--- src/rtl/rca_config_sequencer.sv ---
// Configuration sequencer: walks an accepted request through every source and
// destination slot of one RCA, one slot per cycle, and tracks per-RCA validity.
module rca_config_sequencer #(
    parameter int unsigned NUM_RCAS        = 4,
    parameter int unsigned NUM_READ_PORTS  = 5,
    parameter int unsigned NUM_WRITE_PORTS = 5,
    localparam int unsigned RCA_W = (NUM_RCAS > 1) ? $clog2(NUM_RCAS) : 1,
    localparam int unsigned SRC_W = (NUM_READ_PORTS > 1) ? $clog2(NUM_READ_PORTS) : 1,
    localparam int unsigned DST_W = (NUM_WRITE_PORTS > 1) ? $clog2(NUM_WRITE_PORTS) : 1
) (
    input  logic                         clk,
    input  logic                         rst,
    input  logic                         req_valid,
    output logic                         req_ready,
    input  logic [RCA_W-1:0]             req_rca,
    input  logic [5*NUM_READ_PORTS-1:0]  req_src_addrs,
    input  logic [NUM_READ_PORTS-1:0]    req_src_mask,
    input  logic [5*NUM_WRITE_PORTS-1:0] req_dest_addrs,
    input  logic [NUM_WRITE_PORTS-1:0]   req_dest_mask,
    output logic                         cfg_we,
    output logic [RCA_W-1:0]             rca_sel_w,
    output logic [SRC_W-1:0]             src_port_sel,
    output logic [DST_W-1:0]             dest_port_sel,
    output logic                         src_dest_port,
    output logic [4:0]                   reg_addr,
    output logic                         cfg_done,
    output logic [NUM_RCAS-1:0]          rca_configured,
    input  logic [NUM_RCAS-1:0]          rca_inval,
    input  logic                         issue_valid,
    input  logic [RCA_W-1:0]             issue_rca,
    output logic                         issue_stall
);

    localparam int unsigned IDX_W = (SRC_W > DST_W) ? SRC_W : DST_W;
    localparam logic [IDX_W-1:0] SRC_LAST = IDX_W'(NUM_READ_PORTS - 1);
    localparam logic [IDX_W-1:0] DST_LAST = IDX_W'(NUM_WRITE_PORTS - 1);

    localparam logic [1:0] ST_IDLE    = 2'd0;
    localparam logic [1:0] ST_WR_SRC  = 2'd1;
    localparam logic [1:0] ST_WR_DEST = 2'd2;
    localparam logic [1:0] ST_DONE    = 2'd3;

    logic [1:0]                   state_q, state_d;
    logic [IDX_W-1:0]             idx_q, idx_d;
    logic [RCA_W-1:0]             rca_q, rca_d;
    logic [5*NUM_READ_PORTS-1:0]  src_addrs_q, src_addrs_d;
    logic [NUM_READ_PORTS-1:0]    src_mask_q, src_mask_d;
    logic [5*NUM_WRITE_PORTS-1:0] dest_addrs_q, dest_addrs_d;
    logic [NUM_WRITE_PORTS-1:0]   dest_mask_q, dest_mask_d;
    logic [NUM_RCAS-1:0]          configured_q, configured_d;
    logic                         rst_done_q, rst_done_d;

    // req_ready stays low until the first edge after reset release.
    assign req_ready = rst_done_q && (state_q == ST_IDLE);

    always_comb begin
        state_d      = state_q;
        idx_d        = idx_q;
        rca_d        = rca_q;
        src_addrs_d  = src_addrs_q;
        src_mask_d   = src_mask_q;
        dest_addrs_d = dest_addrs_q;
        dest_mask_d  = dest_mask_q;
        configured_d = configured_q;
        rst_done_d   = 1'b1;

        case (state_q)
            ST_IDLE: begin
                if (req_valid && req_ready) begin
                    rca_d        = req_rca;
                    src_addrs_d  = req_src_addrs;
                    src_mask_d   = req_src_mask;
                    dest_addrs_d = req_dest_addrs;
                    dest_mask_d  = req_dest_mask;
                    idx_d        = '0;
                    state_d      = ST_WR_SRC;
                    for (int unsigned k = 0; k < NUM_RCAS; k++) begin
                        if (req_rca == RCA_W'(k)) configured_d[k] = 1'b0;
                    end
                end
            end
            ST_WR_SRC: begin
                if (idx_q == SRC_LAST) begin
                    idx_d   = '0;
                    state_d = ST_WR_DEST;
                end else begin
                    idx_d = idx_q + IDX_W'(1);
                end
            end
            ST_WR_DEST: begin
                if (idx_q == DST_LAST) begin
                    idx_d   = '0;
                    state_d = ST_DONE;
                end else begin
                    idx_d = idx_q + IDX_W'(1);
                end
            end
            ST_DONE: begin
                state_d = ST_IDLE;
                for (int unsigned k = 0; k < NUM_RCAS; k++) begin
                    if (rca_q == RCA_W'(k)) configured_d[k] = 1'b1;
                end
            end
            default: begin
                state_d = ST_IDLE;
                idx_d   = '0;
            end
        endcase

        // Invalidate is applied last so it overrides a coinciding DONE set.
        configured_d = configured_d & ~rca_inval;
    end

    always_ff @(posedge clk or negedge rst) begin
        if (!rst) begin
            state_q      <= ST_IDLE;
            idx_q        <= '0;
            rca_q        <= '0;
            src_addrs_q  <= '0;
            src_mask_q   <= '0;
            dest_addrs_q <= '0;
            dest_mask_q  <= '0;
            configured_q <= '0;
            rst_done_q   <= 1'b0;
        end else begin
            state_q      <= state_d;
            idx_q        <= idx_d;
            rca_q        <= rca_d;
            src_addrs_q  <= src_addrs_d;
            src_mask_q   <= src_mask_d;
            dest_addrs_q <= dest_addrs_d;
            dest_mask_q  <= dest_mask_d;
            configured_q <= configured_d;
            rst_done_q   <= rst_done_d;
        end
    end

    always_comb begin
        cfg_we        = 1'b0;
        rca_sel_w     = '0;
        src_port_sel  = '0;
        dest_port_sel = '0;
        src_dest_port = 1'b0;
        reg_addr      = '0;

        if (state_q == ST_WR_SRC) begin
            rca_sel_w = rca_q;
            for (int unsigned i = 0; i < NUM_READ_PORTS; i++) begin
                if (idx_q == IDX_W'(i)) begin
                    src_port_sel = SRC_W'(i);
                    reg_addr     = src_addrs_q[5*i +: 5];
                    cfg_we       = src_mask_q[i];
                end
            end
        end else if (state_q == ST_WR_DEST) begin
            rca_sel_w     = rca_q;
            src_dest_port = 1'b1;
            for (int unsigned j = 0; j < NUM_WRITE_PORTS; j++) begin
                if (idx_q == IDX_W'(j)) begin
                    dest_port_sel = DST_W'(j);
                    reg_addr      = dest_addrs_q[5*j +: 5];
                    cfg_we        = dest_mask_q[j];
                end
            end
        end
    end

    assign cfg_done       = (state_q == ST_DONE);
    assign rca_configured = configured_q;

    always_comb begin
        issue_stall = 1'b0;
        for (int unsigned k = 0; k < NUM_RCAS; k++) begin
            if (issue_rca == RCA_W'(k)) issue_stall = issue_valid & ~configured_q[k];
        end
    end

endmodule
--- config.mk ---
export PLATFORM = sky130hd
export DESIGN_NAME = rca_config_sequencer
export DESIGN_NICKNAME = d
export VERILOG_FILES = /design/src/rtl/rca_config_sequencer.sv
export SDC_FILE = /design/constraint.sdc
export NUM_CORES = 1
export LEC_CHECK = 0
export CAP_MARGIN = 30
export CORE_MARGIN = 3
export CORE_UTILIZATION = 30
export CTS_BUF_LIST = sky130_fd_sc_hd__clkbuf_8
export CTS_CLUSTER_SIZE = 12
export DETAILED_ROUTE_END_ITERATION = 8
export PLACE_DENSITY = 0.53
export SLEW_MARGIN = 20
export SYNTH_ARGS = -nofsm -noshare
export SYNTH_HDL_FRONTEND = slang
export SYNTH_SLANG_ARGS = --single-unit
export TNS_END_PERCENT = 30
--- constraint.sdc ---
create_clock -name clk -period 2.2 [get_ports clk]
set_input_delay 0.66 -clock clk [delete_from_list [all_inputs] [get_ports clk]]
set_output_delay 0.66 -clock clk [all_outputs]
set_load 0.05 [all_outputs]
==> impl_metrics.yaml, run 1 <==
route:
  viasPerCell: 4.71
  wl_per_cell_um: 15.2
  vias: 3245
  detail_route.iter0.violations: 148
  routed_wl_um: 10500
  first_pass_iters: 4
  post-route-drc-count: 0
  ant_nets: 0
yosys:
  synth_seq_cells: 72
  syn-cell-area_um2: 3570
  syn_inst: 417
  muxShareOfSynthArea_pct: 0.946
  ys_warn_count: 0
  async_reset_ff_share_pct: 100
  yosys.area_share.simple_pct: 26.6
  yosysSeqAreaShare_pct: 50.4
  ys_types: 42
  syn_nets: 498
  synth_top_family_by_area: "simple AND/OR/NAND/NOR gates"
  synthAdderAreaFrac_pct: 3.15
  synth_compound_area_share_pct: 14.0
  avgSynthCellArea_um2: 8.57
  synth_edf_count: 0
  synth_xor_area_share_pct: 0
  synth_flop_cell: "dfrtp_1"
layout:
  antenna_cells: 0
  multi_input_area_um2: 1820
  layout.area.seq_um2: 1800
  design_area_um2: 5620
  fill_cells: 1081
  drive_gt1_share_pct: 22.5
  fin_util_pct: 48.8
  nNetsFinal: 622
  syn_to_final_growth_pct: 57.3
worst_setup_path:
  crit_required_ns: 1.54
  cp.arrival_ns: 2.25
  cp_max_fo: 5
  end_kind: "output pin"
  path_class: "flop to output pin"
  critPathLaunchType: "flop"
global_routing:
  grt_usage_pct: 16.6
  grt_max_degree: 39
  grt_pass1_wl_um: 17000
  grt_pass1_vias: 3409
  grt_overflow: 0
  antenna_found_initial: 0
sta:
  whs_ns: 0.263
  rsz0062_at_grt: "true"
  tightestPinTransition_ns: 0.508
  fin_worst_skew_ns: 0.0157
  fmaxAchievable_ghz: 0.343
  finalMaxSlewViolations: 0
  finalSetupViolations: 13
  post-route-min-period_ns: 2.91
  layout_setup_ws_ns: -0.714
  period_share_pct: 132
  hold_viol_final: 0
  relSlewSlack_pct: 66.1
floorplan:
  start_util_pct: 31.0
  ioPinCount: 94
  core_area_um2: 11500
  num_rows: 39
  die_w_um: 115
  dieArea_um2: 13300
  die_h_um: 115
power_and_ir_drop:
  leakage_nw: 2.61
  ir_drop_uv: 605
  power_density_nw_per_um2: 1460
  power_mw: 8.23
run_status:
  failed_checks: "negative setup slack"
  status: "finished, violations left"
placement:
  place.gp.congestion: 0.928
  port_buffers: 93
  placed_area_um2: 5110
  pre_cts_slack_ns: -0.497
  dp_hpwl_um: 7920
flow_run:
  max-cap-violations: 0
clock_tree:
  clkSinkCount: 72
  insertion_delay_ns: 0.36
  cts_tree: "done"
  numCtsBuffers: 9
  cts_max_path_buffers: 2
  htreeDepth: 3
  cts-root-buf: "clkbuf_8"
  clk_pin_slew_ns: 0.08
hold_path:
  hp-class: "input port to async pin"
[kinds of logic (layout without fill, tap and decap cells)]
kind of cell | count (synthesis) | count (layout)
buffers and inverters | 34 | 163
AND/OR/NAND/NOR | 233 | 233
multiplexers | 2 | 2
AO/OA/AOI/OAI | 66 | 66
flip-flops | 72 | 72
other | 1 | 1
adder cells (fa/ha/maj) | 9 | 9
[timing repair]
item	4_1_cts	5_1_grt
setup buffers	2	1
pin swaps	12	11
resized for setup	50	22
cloned	0	0
hold buffers	0	0
setup endpoints to repair	18	16
[routing by layer]
layer | up-vias | part of all wire (%) | GRT usage (%) | wire length, µm
li1 | 1629 | - | - | -
met1 | 1514 | 46 | 21.5 | 4800
met2 | 86 | 47 | 26.6 | 4930
met3 | 16 | 5.4 | 4.21 | 562
met4 | 0 | 1.7 | 6.26 | 183
met5 | - | 0 | 0 | 0
[per-stage QoR]
stage / cells / setup TNS, ns
2_1_floorplan: 417 / -3.57
3_3_place_gp: 670 / -3.61
3_5_place_dp: 670 / -3.75
4_1_cts: 688 / -5.85
5_1_grt: 689 / -6.84
6_report: 689 / -5.59
[worst paths after layout]
| kind | start | to | slack, ns | cells past startpoint |
|---|---|---|---|---|
| hold / removal | rst | rca_configured[2] | 0.26 | 1 |
| setup / recovery | idx_q[0] | reg_addr[4] | -0.71 | 9 |
| setup reg to reg | idx_q[1] | state_q[1] | 0.32 | 8 |
| hold reg to reg | dest_addrs_q[10] | dest_addrs_q[10] | 0.48 | 2 |
| max in group asynchronous | rst | state_q[0] | 1.40 | 2 |
| min in group clk | dest_addrs_q[10] | dest_addrs_q[10] | 0.48 | 2 |
[where the power goes]
group	total (mW)	switching, mW	internal [mW]
Sequential	2.33	0.413	1.92
Clock	1.32	0.509	0.813
Combinational	4.58	2.39	2.19
Total	8.23	3.32	4.92
[area by class of cell]
| class | count | area share, % |
|---|---|---|
| Clock buffer | 11 | 2.69 |
| Clock inverter | 5 | 1.83 |
| Inverter | 10 | 0.846 |
| Multi-Input combinational cell | 311 | 32.4 |
| Sequential cell | 72 | 32.1 |
| Tap cell | 143 | 3.18 |
| Timing Repair Buffer | 137 | 27.0 |
[flip-flops by register name, indices dropped and copies added, names as in the netlist]
| name | count |
|---|---|
| idx_q | 3 |
| rst_done_q | 1 |
| rca_q | 2 |
| rca_configured | 4 |
| state_q | 2 |
| src_mask_q | 5 |
| dest_addrs_q | 25 |
| src_addrs_q | 25 |
| dest_mask_q | 5 |
[layout by cell type, fill, tap and decap left out, drive strengths merged, types with 2 or more instances in the layout]
cell / count
buf: 63
nor2b: 5
and2: 5
and3: 3
nand3: 2
a221o: 12
a21oi: 5
nor2: 12
a22oi: 7
a31oi: 4
nand2: 195
clkbuf: 13
a211oi: 3
dfrtp: 72
ha: 9
inv: 10
o22ai: 2
a32oi: 4
a22o: 3
bufinv: 3
dlygate4sd2: 4
o21ai: 11
o211ai: 9
nand2b: 6
clkdlybuf4s50: 68
[cells in the mapped netlist, types with 4 or more instances]
cell type	instances	area share (%)
and2_1	4	0.70
a32oi_1	4	0.98
buf_2	16	2.2
nand2b_1	6	1.1
a221o_1	12	3.4
dfrtp_1	72	50
ha_1	9	3.2
o211ai_1	9	1.9
o21ai_0	11	1.5
nand2_1	194	20
nor2_1	12	1.3
a31oi_1	4	0.70
a21oi_1	4	0.56
a22oi_1	7	1.5
inv_1	10	1.1
nor2b_1	4	0.70
buf_1	4	0.42
[worst max-delay path: stages, from the launching register on]
cell and delay [ns]:
dfrtp_1 0.42, buf_6 0.15, inv_6 0.04, ha_4 0.16, buf_6 0.12, or2_4 0.25
a221o_1 0.29, nand3b_1 0.11, o211ai_1 0.14, clkbuf_16 0.21
Power figures use the tool's default switching activity.
==> inputs of run 2 (changes only) <==
--- a/config.mk
+++ b/config.mk
@@ -11,7 +11,7 @@
 export CTS_BUF_LIST = sky130_fd_sc_hd__clkbuf_8
 export CTS_CLUSTER_SIZE = 12
 export DETAILED_ROUTE_END_ITERATION = 8
-export PLACE_DENSITY = 0.53
+export PLACE_DENSITY = 0.51
 export SLEW_MARGIN = 20
 export SYNTH_ARGS = -nofsm -noshare
 export SYNTH_HDL_FRONTEND = slang
==> constraint.sdc (replaced) <==
create_clock -name clk -period 2.77 [get_ports clk]
set_input_delay 0.831 -clock clk [delete_from_list [all_inputs] [get_ports clk]]
set_output_delay 0.831 -clock clk [all_outputs]
set_load 0.05 [all_outputs]
==> run 2 against run 1 <==
The flow still finishes with violations (negative setup slack). Worst hold slack improved by 0.22 ns. Core utilization decreased by 2.2 points. Final cell count decreased by 1.5%. Register-to-register slack improved by 0.60 ns. Critical path depth decreased by 1. Non-clock buffer count decreased by 10. Sequential power decreased by 21%. Wire length decreased by 4.6%. Combinational power decreased by 28%. Largest power group unchanged. Highest routed layer unchanged.
==> impl_metrics.yaml, run 2 (synthesis gave the netlist of run 1 again) <==
power_and_ir_drop:
  leakage_nw: 2.52
  power_mw: 6.07
  ir_drop_uv: 530
  power_density_nw_per_um2: 1130
clock_tree:
  cts-root-buf: "clkbuf_8"
  clkSinkCount: 72
  insertion_delay_ns: 0.36
  clk_pin_slew_ns: 0.09
  numCtsBuffers: 9
  htreeDepth: 3
  cts_tree: "done"
  cts_max_path_buffers: 2
layout:
  nNetsFinal: 612
  design_area_um2: 5360
  layoutNonFillerInstCount: 679
  final_cell_mix: "193 x nand2_1, 73 x clkdlybuf4s50_1, 72 x dfrtp_1"
  drive_gt1_share_pct: 17.7
  reg_top3: "dest_addrs_q (25), src_addrs_q (25)"
  syn_to_final_growth_pct: 50.1
  fill_cells: 1129
  final_common_cell: "nand2_1"
  antenna_cells: 0
worst_setup_path:
  crit_required_ns: 1.94
  critical_path.slowest_cell: "dfrtp_1"
  slowest_delay_ns: 0.40
  cp.arrival_ns: 2.24
  crit_buf_inv: 2
  path_delay_family: "simple AND/OR/NAND/NOR gates"
  ff2ff_path_depth: 8
  path_depth: 8
  crit_chain: "ha_2, ha_4, buf_6, or3b_4, o22ai_1, nand3b_1, o211ai_1, clkbuf_16"
  critPathLaunchType: "flop"
  cp_max_fo: 6
  end_kind: "output pin"
  path_class: "flop to output pin"
global_routing:
  grt_overflow: 0
  use_met2_pct: 24.4
  grt_use_met3_pct: 2.74
  antenna_found_initial: 0
  grt_pass1_wl_um: 16400
  met1_usage_pct: 21.7
  grt_usage_pct: 15.6
  top_usage_layer: "met2"
  grt_pass1_vias: 3284
  grt_max_degree: 73
sta:
  rsz0062_at_grt: "true"
  whs_ns: 0.485
  post-route-min-period_ns: 3.07
  fmaxAchievable_ghz: 0.325
  hold_viol_final: 0
  finalMaxSlewViolations: 0
  finalSetupViolations: 7
  tightestPinTransition_ns: 0.512
  setup_tns_ns: -1.54
  layout_setup_ws_ns: -0.304
  period_share_pct: 111
  fin_worst_skew_ns: 0.0156
  relSlewSlack_pct: 65.8
floorplan:
  ioPinCount: 94
  start_util_pct: 31.0
  die_h_um: 115
  num_rows: 39
  dieArea_um2: 13300
  die_w_um: 115
  core_area_um2: 11500
placement:
  dp_hpwl_um: 7480
  placed_area_um2: 4970
  place.gp.congestion: 0.848
  port_buffers: 93
  dp_cells: 658
hold_path:
  hp-class: "flop to flop"
  hold-path-cell-count: 2
run_status:
  status: "finished, violations left"
  failed_checks: "negative setup slack"
route:
  detail_route.iter0.violations: 151
  first_pass_iters: 4
  viasPerCell: 4.70
  wl_per_cell_um: 14.7
  post-route-drc-count: 0
  vias: 3191
  routed_wl_um: 10000
  ant_nets: 0
flow_run:
  max-cap-violations: 0
run 2: cell types whose count changed in the layout (fill, tap and decap cells not counted), moves of 3 or more:
| cell | before | now |
|---|---|---|
| clkdlybuf4s50_1 | 68 | 73 |
| buf_4 | 32 | 28 |
| dlygate4sd2_1 | 4 | 1 |
| nor2_1 | 6 | 9 |
| nor2_2 | 3 | 0 |
| buf_6 | 9 | 5 |
| buf_12 | 20 | 16 |
run 2: metal layers:
| metal | vias to the layer above | wire length, µm |
|---|---|---|
| met2 | 82 | 4590 |
| met5 | - | 0 |
| met4 | 0 | 140 |
| met3 | 9 | 522 |
| li1 | 1616 | - |
| met1 | 1484 | 4740 |
run 2: layout make-up:
| class | count | area (µm²) | share of cell area [%] |
|---|---|---|---|
| sequential | 72 | 1800 | 33.6 |
| multi-input combinational | 311 | 1740 | 32.4 |
| clock inverter | 7 | 93.8 | 1.75 |
| timing repair buffer | 127 | 1380 | 25.8 |
| tap | 143 | 179 | 3.34 |
| clock buffer | 9 | 124 | 2.31 |
| inverter | 10 | 45.0 | 0.840 |
run 2: metrics by stage:
| step | util [%] | setup WS, ns |
|---|---|---|
| after floorplan | - | -0.0845 |
| after global placement | 43.2 | -0.255 |
| after detailed placement | 43.2 | -0.265 |
| after CTS | 46.2 | -0.345 |
| after global routing | 46.6 | -0.370 |
| final | 46.6 | -0.304 |
run 2: worst min-delay path: stages (launching register included):
cell and delay (ns):
dfrtp_1 0.35, nand2_1 0.05, nand2_1 0.05
run 2: worst paths after layout:
path	to	startpoint	slack (ns)
setup / recovery	reg_addr[4]	idx_q[1]	-0.30
hold / removal	src_addrs_q[0]	src_addrs_q[0]	0.48
setup reg to reg	state_q[1]	idx_q[1]	0.92
hold reg to reg	src_addrs_q[0]	src_addrs_q[0]	0.48
max in group asynchronous	dest_addrs_q[11]	rst	1.96
min in group asynchronous	src_addrs_q[16]	rst	0.50
run 2: power breakdown:
part	total [mW]	leakage (nW)	internal [mW]	switching (mW)
clock	0.928	0.106	0.507	0.421
sequential	1.83	0.902	1.52	0.307
combinational	3.31	1.51	1.53	1.78
run 2: what timing repair did:
item,4_1_cts,5_1_grt
endpoints found under the setup margin,11,12
gates resized for setup,22,18
gates cloned,0,0
pin swaps,4,8
setup buffers,4,1
hold buffers,0,0
